==> config.mk <==
export PLATFORM = sky130hd
export DESIGN_NAME = addr_range_sequencer
export DESIGN_NICKNAME = d
export VERILOG_FILES = /design/src/rtl/addr_range_sequencer.sv
export SDC_FILE = /design/constraint.sdc
export NUM_CORES = 1
export LEC_CHECK = 0
export ABC_AREA = 1
export BUFFER_PORTS_ARGS = -buffer_cell sky130_fd_sc_hd__buf_2
export CAP_MARGIN = 10
export CORE_UTILIZATION = 29
export CTS_CLUSTER_DIAMETER = 120
export DETAILED_ROUTE_END_ITERATION = 10
export PLACE_DENSITY_LB_ADDON = 0.08
export SLEW_MARGIN = 25
export SYNTH_ARGS = -nofsm -noshare
export SYNTH_HDL_FRONTEND = slang
export SYNTH_SLANG_ARGS = --single-unit
==> constraint.sdc <==
create_clock -name clk -period 3.1 [get_ports clk]
set_input_delay 0.62 -clock clk [delete_from_list [all_inputs] [get_ports clk]]
set_output_delay 0.62 -clock clk [all_outputs]
set_load 0.02 [all_outputs]
==> src/rtl/addr_range_sequencer.sv <==
// Region address generator: a start command picks a [start, finish] pair from a
// parameter table and streams every address in it over valid/ready. Optional ADDR_SEQ_LOOP_EN.
module addr_range_sequencer #(
  parameter int NUM_REGIONS = 4,
  parameter int SEL_W       = 2,
  parameter int ADDR_W      = 8,
  parameter logic [NUM_REGIONS*ADDR_W-1:0] START_TABLE  = {8'd120, 8'd80, 8'd40, 8'd0},
  parameter logic [NUM_REGIONS*ADDR_W-1:0] FINISH_TABLE = {8'd159, 8'd119, 8'd73, 8'd29}
) (
  input  logic              clk,
  input  logic              rst,
  input  logic              start,
  input  logic [SEL_W-1:0]  select,
  input  logic              abort,
`ifdef ADDR_SEQ_LOOP_EN
  input  logic              loop_en,
`endif
  input  logic              addr_ready,
  output logic [ADDR_W-1:0] addr,
  output logic              addr_valid,
  output logic              addr_last,
  output logic              busy,
  output logic              done,
  output logic              err,
  output logic              state_dbg
);

  // Handshake: a beat transfers on a rising edge where addr_valid & addr_ready are both
  // high; addr/addr_last hold while valid & !ready, and valid only drops by acceptance,
  // abort or reset.

  typedef enum logic {IDLE = 1'b0, RUN = 1'b1} state_t;

  state_t            state_q, state_d;
  logic [ADDR_W-1:0] addr_q, addr_d;
  logic [ADDR_W-1:0] start_q, start_d;
  logic [ADDR_W-1:0] finish_q, finish_d;
  logic              done_q, done_d;
  logic              err_q, err_d;

  logic              sel_ok;
  logic [ADDR_W-1:0] lk_start, lk_finish;
  logic              wrap;
  logic              accept;
  logic              at_finish;

  // Out-of-range selects match no entry, so they never index past the table.
  always_comb begin
    sel_ok    = 1'b0;
    lk_start  = '0;
    lk_finish = '0;
    for (int i = 0; i < NUM_REGIONS; i++) begin
      if (select == SEL_W'(i)) begin
        sel_ok    = 1'b1;
        lk_start  = START_TABLE[i*ADDR_W +: ADDR_W];
        lk_finish = FINISH_TABLE[i*ADDR_W +: ADDR_W];
      end
    end
  end

`ifdef ADDR_SEQ_LOOP_EN
  assign wrap = loop_en;
`else
  assign wrap = 1'b0;
`endif

  assign accept    = (state_q == RUN) && addr_ready;
  assign at_finish = (addr_q == finish_q);

  always_comb begin
    state_d  = state_q;
    addr_d   = addr_q;
    start_d  = start_q;
    finish_d = finish_q;
    done_d   = 1'b0;
    err_d    = 1'b0;
    case (state_q)
      IDLE: begin
        if (start) begin
          if (sel_ok && (lk_start <= lk_finish)) begin
            state_d  = RUN;
            addr_d   = lk_start;
            start_d  = lk_start;
            finish_d = lk_finish;
          end else begin
            err_d = 1'b1;
          end
        end
      end
      RUN: begin
        // Abort outranks a simultaneous accept: that beat is discarded.
        if (abort) begin
          state_d = IDLE;
        end else if (accept) begin
          if (!at_finish) begin
            addr_d = addr_q + 1'b1;
          end else if (wrap) begin
            addr_d = start_q;
          end else begin
            state_d = IDLE;
            done_d  = 1'b1;
          end
        end
      end
      default: state_d = IDLE;
    endcase
  end

  always_ff @(posedge clk) begin
    if (rst) begin
      state_q  <= IDLE;
      addr_q   <= '0;
      start_q  <= '0;
      finish_q <= '0;
      done_q   <= 1'b0;
      err_q    <= 1'b0;
    end else begin
      state_q  <= state_d;
      addr_q   <= addr_d;
      start_q  <= start_d;
      finish_q <= finish_d;
      done_q   <= done_d;
      err_q    <= err_d;
    end
  end

  assign addr       = addr_q;
  assign addr_valid = (state_q == RUN);
  assign busy       = (state_q == RUN);
  assign addr_last  = addr_valid && at_finish;
  assign done       = done_q;
  assign err        = err_q;
  assign state_dbg  = state_q;

endmodule

# After elaboration in Yosys (flattened, before gate mapping)
# Index checks and enable logic that the tools add are counted.
[totals]
ff_bits = 19
in_bits = 7
[classes]
add_sub_neg = 1
order_cmp = 1
eq_ne = 9
muxes = 25
n_bitwise = 3
n_reduce_logical = 8
[op_table]
columns = ["operator", "count"]
rows = [
  ["$mux W8", 7],
  ["$mux W7", 3],
  ["$pmux W8 S2", 1],
  ["$mux W1", 11],
  ["$add A8 B1 Y8 const B", 1],
  ["$eq A8 B8 Y1", 1],
  ["$le A8 B8 Y1", 1],
  ["$ne A2 B2 Y1 const B", 4],
  ["$mux W6", 1],
  ["$mux W5", 1],
  ["$reduce_and A5 Y1", 1],
  ["$eq A2 B2 Y1 const B", 2],
  ["$reduce_or A4 Y1", 1],
  ["$logic_and A1 B1 Y1", 3],
  ["$not A1 Y1", 3],
  ["$reduce_and A3 Y1", 1],
  ["$reduce_or A3 Y1", 1],
  ["$eq A2 B1 Y1 const B", 1],
  ["$logic_not A2 Y1", 1],
  ["$ne A2 B1 Y1 const B", 1],
  ["$pmux W1 S2", 1],
]

# Logic depth before layout (Yosys ltp)
# Gate-level depths: netlist (run 1).
[logic_depth]
ltp_word = 10
ltp_mapped = 13

# Least setup slack after synthesis (run 1)
# OpenSTA, ideal clock, no wires.
[synth_timing]
path_type = "input port to flip-flop"
from = "in select[0]"
to = "reg addr_q[2] (netlist: addr[2])"
setup_time_ns = 0.114
arrival_time_ns = 1.742
slack_ns = 1.244
stages = 11
cell_sequence = "inv_1 > ha_1 > nand2_1 > nor2_1 > nor2_1 > nand2_1 > nand3_1 > nand3_2 > buf_6 > a21oi_1 > nor2_1"
[synth_rtl]
columns = ["element", "line_no", "source"]
rows = [
  ["from (decl)", "13", "input logic [SEL_W-1:0] select,"],
  ["$eq A2 B1 Y1", "53", "if (select == SEL_W'(i)) begin"],
  ["$mux W7 (2 in series)", "53", ""],
  ["$mux W8 *", "53", ""],
  ["named net lk_finish[6]", "42", "logic [ADDR_W-1:0] lk_start, lk_finish;"],
  ["$le A8 B8 Y1 *", "80", "if (sel_ok && (lk_start <= lk_finish)) begin"],
  ["$logic_and A1 B1 Y1 *", "80", ""],
  ["$ne A2 B2 Y1 (no source line) *", "--", ""],
  ["$reduce_and A5 Y1 (no source line) *", "--", ""],
  ["to (signal assigned)", "119", "addr_q <= addr_d;"],
  ["to (decl)", "35", "logic [ADDR_W-1:0] addr_q, addr_d;"],
]
# The timed path passes the listed nets; every way through them passes the cells marked *. The select of a mux whose other input is x is not followed.
# A chain may end at the register's enable or synchronous reset.

# Final worst setup path (run 1)
[layout_timing]
from = "reg addr_q[4] (netlist: addr[4])"
to = "out addr_last"
[layout_via]
elab_chain_cells = 2
[layout_lines]
columns = ["element", "line_no", "source"]
rows = [
  ["$eq A8 B8 Y1", "68", "assign at_finish = (addr_q == finish_q);"],
  ["$logic_and A1 B1 Y1", "130", "assign addr_last = addr_valid && at_finish;"],
  ["to (decl)", "21", "output logic addr_last,"],
]
# Every way passes these cells.

==> metrics.txt, run 1 <==
run status=complete, no violations; most frequent cells in the layout=nand2_1, inv_1, buf_2; Setup-failing EPs final=0; GRT Util Overall=15.7%; Seq. cell area=360 um2; Leak=0.739 nW; Critical Path AT=1.55 ns; main combinational cell family by area after synthesis=simple AND/OR/NAND/NOR gates; CTS Buffer Depth=2; core area=4120 um2; Comb pwr share=28.4%; clock sink count=18; critical path class=register to output pin; routed len/inst=12.0 um; Reg power frac=41.2%; DR vias/cell=4.65; layout cells sized above 1=20.7%; Slew @ Worst Pin=0.373 ns; WL final=3190 um; CP Launch Point=addr[4]; Routed Antenna Nets=0; filler cell count=468; fmax=0.461 GHz; FP Rows=23; Synth Area in Compound Gates=10.1%; critical path startpoint category=register; mean area per synthesized cell=6.44 um2; total power=0.657 mW; final core occ=35.4%; via count=1,241; CP Capture Type=output pin; area growth from synthesis to layout=14.3%; pwr dens=451 nW/um2; grt ovf=0; maximum vdd drop=132 uV; dpl hpwl=2510 um; setup bufs post-CTS=0; H-tree levels=1; post-synthesis sequential area ratio=28.3%; final hold vios=0; vias in the first global route=1,179; Synth Area in Adders=8.83%; Final Max Slew Viols=0; nets=234; worst skew pair latency=0.26 ns; GP Congestion=0.835; post-route setup TNS=0 ns; fin crit period=2.17 ns; clock share of power=30.4%; initial antenna violation count=0; sw power=0.232 mW; cts-stage hold buffer count=0; largest net degree at the start of global routing=13; die area=4670 um2; Switching Fraction=35.3%; HP Class=register to register; commonest non-fill, non-tap cell in the layout=nand2_1; xor/xnor share of the synthesized area=2.06%; r2r startpoint=addr[0]; slew margin rel.=75.1%; top post-synthesis cells by area=dfxtp_1, nand2_1, ha_1, inv_1, nor2_1; Num CTS Buffers=3; I/O pins=21; RSZ-0062 raised after global routing=false; post-synthesis net count=214; cell taking the most area after synthesis=dfxtp_1; Starting Density=31.0%; DR pass1 iterations=4; post-synthesis mux area share=0%; Residual DRC=0; worst setup skew after layout=0.00471 ns; part of the cycle the worst path needs=70.0%; diode count=0; multi-input logic area=759 um2; Synth top area share=28.3%; WP data required=2.48 ns; first-pass GRT wire length=5420 um; number of synthesized register bits=18; I/O Buffers=20; synth unique cells=24; Simple-Gate Fraction of Synth Area=38.6%; maxcap violations=0; post-CTS resize count=0; TritonCTS clock tree=yes; width of the die=68.3 um; Post-Synthesis Cells=198; DR iter-0 viols=56; Post-Syn Area=1270 um2; crit path max fanout=7; die height=68.3 um; hold path start=finish_q[0]; clock-pin slew on the worst setup and hold paths=0.08 ns; yosys warns=0; P_int=0.425 mW; CTS root buf=clkbuf_8
-- cell type report --
| class | instances | share of cell area [%] |
|---|---|---|
| Multi-Input combinational cell | 144 | 52.1 |
| Sequential cell | 18 | 24.7 |
| Inverter | 30 | 7.73 |
| Timing Repair Buffer | 21 | 7.38 |
| Tap cell | 50 | 4.29 |
| Clock buffer | 4 | 3.78 |
-- registers in the layout, summed over array words and instances, names as in the netlist --
| signal | count |
|---|---|
| err | 1 |
| done | 1 |
| finish_q | 7 |
| addr_valid | 1 |
| addr | 8 |
-- critical path, stage by stage, from the launching register on --
cell	delay (ns)
dfxtp_1	0.49
inv_2	0.10
o21ai_0	0.16
nand3_1	0.11
nor3_2	0.23
buf_2	0.21
-- power groups by stage --
stage               registers, mW  logic [mW]  clock network [mW]
floorplan                   0.284       0.133                   0
global route                0.274       0.214               0.211
global placement            0.276       0.187                   0
finish                      0.271       0.186               0.200
CTS                         0.271       0.187               0.207
detailed placement          0.276       0.186                   0
-- logic make-up after synthesis --
kind of cell | after synthesis
simple gates | 109
flops | 18
buf+inv | 36
xor+xnor | 3
compound gates | 23
fa+ha+maj | 9
-- metal layers --
metal	vias to the layer above	share of wire (%)	wire [um]	GRT usage [%]
met5	-	0	0	0
met2	14	47	1510	26.2
li1	654	-	-	-
met1	571	50	1600	20.8
met3	2	2.5	79	2.50
met4	0	0.31	10	3.91
-- cells in the mapped netlist (all sizes together) --
library cell	number
dfxtp	18
nor3	4
ha	9
clkbuf	1
nor2	20
nand3	14
buf	5
inv	28
clkinv	2
xor2	3
o21ai	7
o21bai	1
nand4	5
nand2	64
a21oi	15
or2	2
-- per-stage QoR --
step	hold slack, ns	std cells	cell area, um2	worst slack, ns
2_1_floorplan	0.446	198	1270	1.24
3_3_place_gp	0.481	263	1400	0.828
3_5_place_dp	0.473	263	1400	0.744
4_1_cts	0.484	267	1460	0.945
5_1_grt	0.504	267	1460	0.852
6_report	0.486	267	1460	0.931
-- final timing paths --
path              slack [ns]  depth (start not counted)          end
hold / removal          0.49                          2  finish_q[0]
hold reg to reg         0.49                          2  finish_q[0]
setup / recovery        0.93                          5    addr_last
setup reg to reg        1.50                          9      addr[2]
Power figures use the tool's default switching activity.
==> inputs of run 2 (changes only) <==
==> constraint.sdc (replaced) <==
create_clock -name clk -period 1.8 [get_ports clk]
set_input_delay 0.36 -clock clk [delete_from_list [all_inputs] [get_ports clk]]
set_output_delay 0.36 -clock clk [all_outputs]
set_load 0.02 [all_outputs]
==> metrics.txt, run 2 (synthesis results as in run 1) <==
H-tree levels=1 (unchanged); diode count=0 (unchanged); commonest non-fill, non-tap cell in the layout=nand2_1; worst setup skew after layout=0.00855 ns (+0.00383 ns); sw power=0.412 mW (+78%); TritonCTS clock tree=yes; core area=4120 um2 (unchanged); I/O pins=21 (unchanged); placed inst area=1510 um2 (+7.5%); Switching Fraction=34.9% (-0.39 points); nets=250 (+6.8%); first-pass GRT wire length=5660 um (+4.6%); routed len/inst=12.1 um (+1.3%); total power=1.18 mW (+80%); I/O Buffers=20 (unchanged); P_int=0.768 mW (+81%); met2 WL=1600 um (+6.0%); pwr dens=733 nW/um2 (+62%); filler cell count=454 (-3.0%); initial antenna violation count=0 (unchanged); run status=complete, no violations; CTS Buffer Depth=2 (unchanged); crit path buf inv count=2 (unchanged); clock sink count=18 (unchanged); met3 WL=102 um (+29%); area growth from synthesis to layout=26.4%; clock-pin slew on the worst setup and hold paths=0.08 ns (about the same); CP Capture Type=output pin; WP data required=1.44 ns (-1.04 ns); Worst path max stage delay=0.36 ns (-0.13 ns); FP Rows=23 (unchanged); placed cells=277 (+5.3%); most frequent cells in the layout=nand2_1, inv_1, buf_2; cts-stage hold buffer count=0 (unchanged); die height=68.3 um (unchanged); via count=1,274 (+2.7%); GP Congestion=0.814 (-2.5%); worst skew pair latency=0.26 ns (about the same); crit path max fanout=6 (-1); WL final=3430 um (+7.4%); CP max-delay cell=dfxtp_2; part of the cycle the worst path needs=96.7%; largest net degree at the start of global routing=13 (unchanged); DR pass1 iterations=4 (unchanged); layout cells sized above 1=30.9% (+10 points); critical path's top delay family=simple AND/OR/NAND/NOR gates; Setup-failing EPs final=0 (unchanged); DR vias/cell=4.50 (-3.1%); die area=4670 um2 (unchanged); final std cells w/o fill=283 (+6.0%); final instance area=1610 um2 (+11%); max reg flops=8 (unchanged); vias in the first global route=1,252 (+6.2%); most numerous cell on the critical path=nand2_1; fin crit period=1.74 ns; Critical Path AT=1.38 ns (-0.17 ns); DRT met1 WL=1680 um (+5.3%); Reg power frac=39.8% (-1.4 points); GRT Util Overall=16.6% (+0.94 points); Comb pwr share=31.0% (+2.6 points); Final Max Slew Viols=0 (unchanged); DR iter-0 viols=52 (-7.1%); width of the die=68.3 um (unchanged); maximum vdd drop=388 uV (+190%); maxcap violations=0 (unchanged); HP Class=input pin to register; final hold vios=0 (unchanged); RSZ-0062 raised after global routing=false; clock share of power=29.2% (-1.2 points); Slew @ Worst Pin=0.311 ns (-0.0623 ns); Max Used Layer=met4; fmax=0.575 GHz; CTS root buf=clkbuf_8; grt ovf=0 (unchanged); critical path class=register to output pin; Num CTS Buffers=3 (unchanged); Routed Antenna Nets=0 (unchanged); Residual DRC=0 (unchanged); Starting Density=31.0% (unchanged); Leak=0.822 nW (+11%); slew margin rel.=79.2% (+4.1 points); final core occ=39.2% (+3.7 points); CP Cell Sequence=inv_1 -> nand2_1 -> nand2_1 -> nand3_1 -> nor3_2 -> buf_4; dpl hpwl=2680 um (+6.9%); critical path startpoint category=register
[run 2: layout make-up]
class                      count  area, um2  share of cell area (%)
inverter                      30        113                    6.99
multi-input combinational    144        772                    47.9
clock buffer                   4       55.1                    3.42
tap                           50       62.6                    3.88
sequential                    18        379                    23.5
timing repair buffer          37        230                    14.3
[run 2: power groups by stage]
stage | registers [mW] | logic [mW] | clock network (mW)
finish | 0.470 | 0.366 | 0.344
global route | 0.475 | 0.412 | 0.371
CTS | 0.469 | 0.363 | 0.360
detailed placement | 0.478 | 0.352 | 0
global placement | 0.477 | 0.350 | 0
floorplan | 0.490 | 0.229 | 0
[run 2: timing repair]
item / in CTS / in global routing
setup buffers: 2 / 0
resized for setup: 10 / 7
pin swaps: 1 / 2
endpoints found under the setup margin: 1 / 10
[run 2: final timing paths]
path                     from          end  slack, ns  depth (start not counted)
setup / recovery      addr[0]    addr_last       0.06                          6
hold / removal          abort         done       0.27                          2
setup reg to reg      addr[1]      addr[4]       0.36                          8
hold reg to reg   finish_q[0]  finish_q[0]       0.48                          2
[run 2: layer usage]
layer,up-vias,GRT usage [%]
met4,0,4.43
met2,20,29.3
met3,4,3.67
met5,-,0
met1,563,20.1
li1,687,-
[run 2: through the flow]
step           setup TNS, ns  setup slack (ns)  hold slack [ns]
2_1_floorplan              0             0.194            0.438
3_3_place_gp          -0.641           -0.0905            0.466
3_5_place_dp           -1.26            -0.150            0.471
4_1_cts                    0           0.00212            0.256
5_1_grt                    0          0.000512            0.265
6_report                   0            0.0595            0.266
==> inputs of run 3 (changes only) <==
==> constraint.sdc (replaced) <==
create_clock -name clk -period 1.8 [get_ports clk]
set_input_delay 0.09 -clock clk [delete_from_list [all_inputs] [get_ports clk]]
set_output_delay 0.09 -clock clk [all_outputs]
set_load 0.02 [all_outputs]
==> metrics.txt, run 3 (synthesis results as in run 1) <==
dpl hpwl=2590 um (-3.3%); vias in the first global route=1,167 (-6.8%); HP Class=input pin to register; slew margin rel.=79.6% (+0.42 points); initial antenna violation count=0 (unchanged); commonest non-fill, non-tap cell in the layout=nand2_1; placed cells=264 (-4.7%); RSZ-0062 raised after global routing=false; Starting Density=31.0% (unchanged); GP Congestion=0.840 (+3.1%); WHS=0.0914 ns (-0.175 ns); CP Capture Type=register; Routed Antenna Nets=0 (unchanged); via count=1,256 (-1.4%); Slew @ Worst Pin=0.304 ns (-0.00623 ns); core area=4120 um2 (unchanged); die area=4670 um2 (unchanged); worst skew pair latency=0.26 ns (about the same); maximum vdd drop=330 uV (-15%); layout cells sized above 1=20.6% (-10 points); CTS root buf=clkbuf_8; critical path startpoint category=register; diode count=0 (unchanged); WL final=3280 um (-4.3%); setup slack, reg-to-reg=0.21 ns (-0.15 ns); I/O pins=21 (unchanged); crit path max fanout=7 (+1); most frequent cells in the layout=nand2_1, inv_1, buf_2; worst reg-to-reg path cell count=8 (unchanged); clock sink count=18 (unchanged); TritonCTS clock tree=yes; routed len/inst=12.2 um (+1.0%); H-tree levels=1 (unchanged); die height=68.3 um (unchanged); Leak=0.740 nW (-10%); final std cells w/o fill=268 (-5.3%); DR pass1 iterations=4 (unchanged); GRT Util Overall=16.3% (-0.40 points); r2r startpoint=addr[1]; Setup-failing EPs final=0 (unchanged); fin crit period=1.59 ns (-0.147 ns); capturing point of the worst reg2reg path=addr[4]; area growth from synthesis to layout=14.6%; Residual DRC=0 (unchanged); first-pass GRT wire length=5480 um (-3.3%); maxcap violations=0 (unchanged); pwr dens=744 nW/um2 (+1.5%); largest net degree at the start of global routing=13 (unchanged); Final Max Slew Viols=0 (unchanged); final hold vios=0 (unchanged); WP data required=1.96 ns (+0.52 ns); post-route setup TNS=0 ns (unchanged); worst setup skew after layout=0.00642 ns (-0.00213 ns); DR vias/cell=4.69 (+4.1%); filler cell count=463 (+2.0%); width of the die=68.3 um (unchanged); hold path start=addr_ready; critical path class=register to register; Hold Path Depth=3 (+1); CTS Buffer Depth=2 (unchanged); WHS Endpoint=done; clock-pin slew on the worst setup and hold paths=0.08 ns (about the same); max reg flops=8 (unchanged); part of the cycle the worst path needs=88.5% (-8.2 points); Num CTS Buffers=3 (unchanged); grt ovf=0 (unchanged); fmax=0.627 GHz (+9.2%); nets=236 (-5.6%); DR iter-0 viols=58 (+12%); I/O Buffers=20 (unchanged); FP Rows=23 (unchanged); Critical Path AT=1.76 ns (+0.38 ns); run status=complete, no violations; total power=1.09 mW (-7.9%)
## run 3: changes by cell type in the layout (fill, tap and decap cells not counted)
| cell | change |
|---|---|
| nand3_2 | +1 |
| dlygate4sd3_1 | +1 |
| clkbuf_8 | -1 |
| buf_2 | +1 |
| dfxtp_4 | -3 |
| buf_4 | -16 |
| o21ai_0 | +1 |
| dfxtp_1 | +9 |
| nand2_2 | -2 |
| dfxtp_2 | -6 |
| nand3_4 | -1 |
| nand2_1 | +2 |
| o21ai_1 | -1 |
## run 3: worst max path at each step
stage / endpoint / startpoint / slack, ns
after floorplan: addr_valid / addr_valid / 0.19
after global placement: addr[2] / select[0] / 0.09
after detailed placement: addr[2] / select[0] / 0.07
after CTS: addr_last / addr[4] / 0.20
after global routing: addr[6] / addr[1] / 0.06
final: addr[4] / addr[1] / 0.21
## run 3: power breakdown
group / internal (mW) / total (mW) / switching [mW]
combinational: 0.111 / 0.326 / 0.215
sequential: 0.431 / 0.467 / 0.0362
clock: 0.149 / 0.295 / 0.145
## run 3: routing by layer
| metal | wire, um | part of all wire [%] | vias to the layer above | track usage (%) |
|---|---|---|---|---|
| met5 | 0 | 0 | - | 0 |
| met2 | 1550 | 47 | 22 | 27.7 |
| li1 | - | - | 657 | - |
| met1 | 1610 | 49 | 573 | 20.3 |
| met3 | 87 | 2.7 | 4 | 3.50 |
| met4 | 33 | 1.0 | 0 | 4.69 |
## run 3: per-stage QoR
stage,setup WS [ns],utilization (%),area [um2]
5_1_grt,0.0593,35.5,1460
4_1_cts,0.201,35.5,1460
2_1_floorplan,0.194,-,1270
3_5_place_dp,0.0697,34.3,1410
3_3_place_gp,0.0884,34.3,1410
6_report,0.206,35.5,1460
## run 3: repair_timing
action                    4_1_cts  5_1_grt
hold endpoints to repair        1        0
hold buffers                    1        0
resized for setup               0        0
buffers inserted                0        0
## run 3: cell type report
| cell class | count | area (um2) | area share, % |
|---|---|---|---|
| clock buffers | 3 | 41.3 | 2.83 |
| inverters | 30 | 113 | 7.71 |
| multi-input cells | 144 | 759 | 52.0 |
| flip-flops and latches | 18 | 360 | 24.7 |
| well taps | 50 | 62.6 | 4.28 |
| repair buffers | 23 | 125 | 8.56 |
## run 3: worst max-delay path: stages (launching register included)
cell,delay [ns]
dfxtp_1,0.48
ha_1,0.25
nand2_1,0.10
o21ai_0,0.16
nand2_1,0.07
a21oi_1,0.17
nand4_1,0.15
nand2_1,0.08
nor2_1,0.04
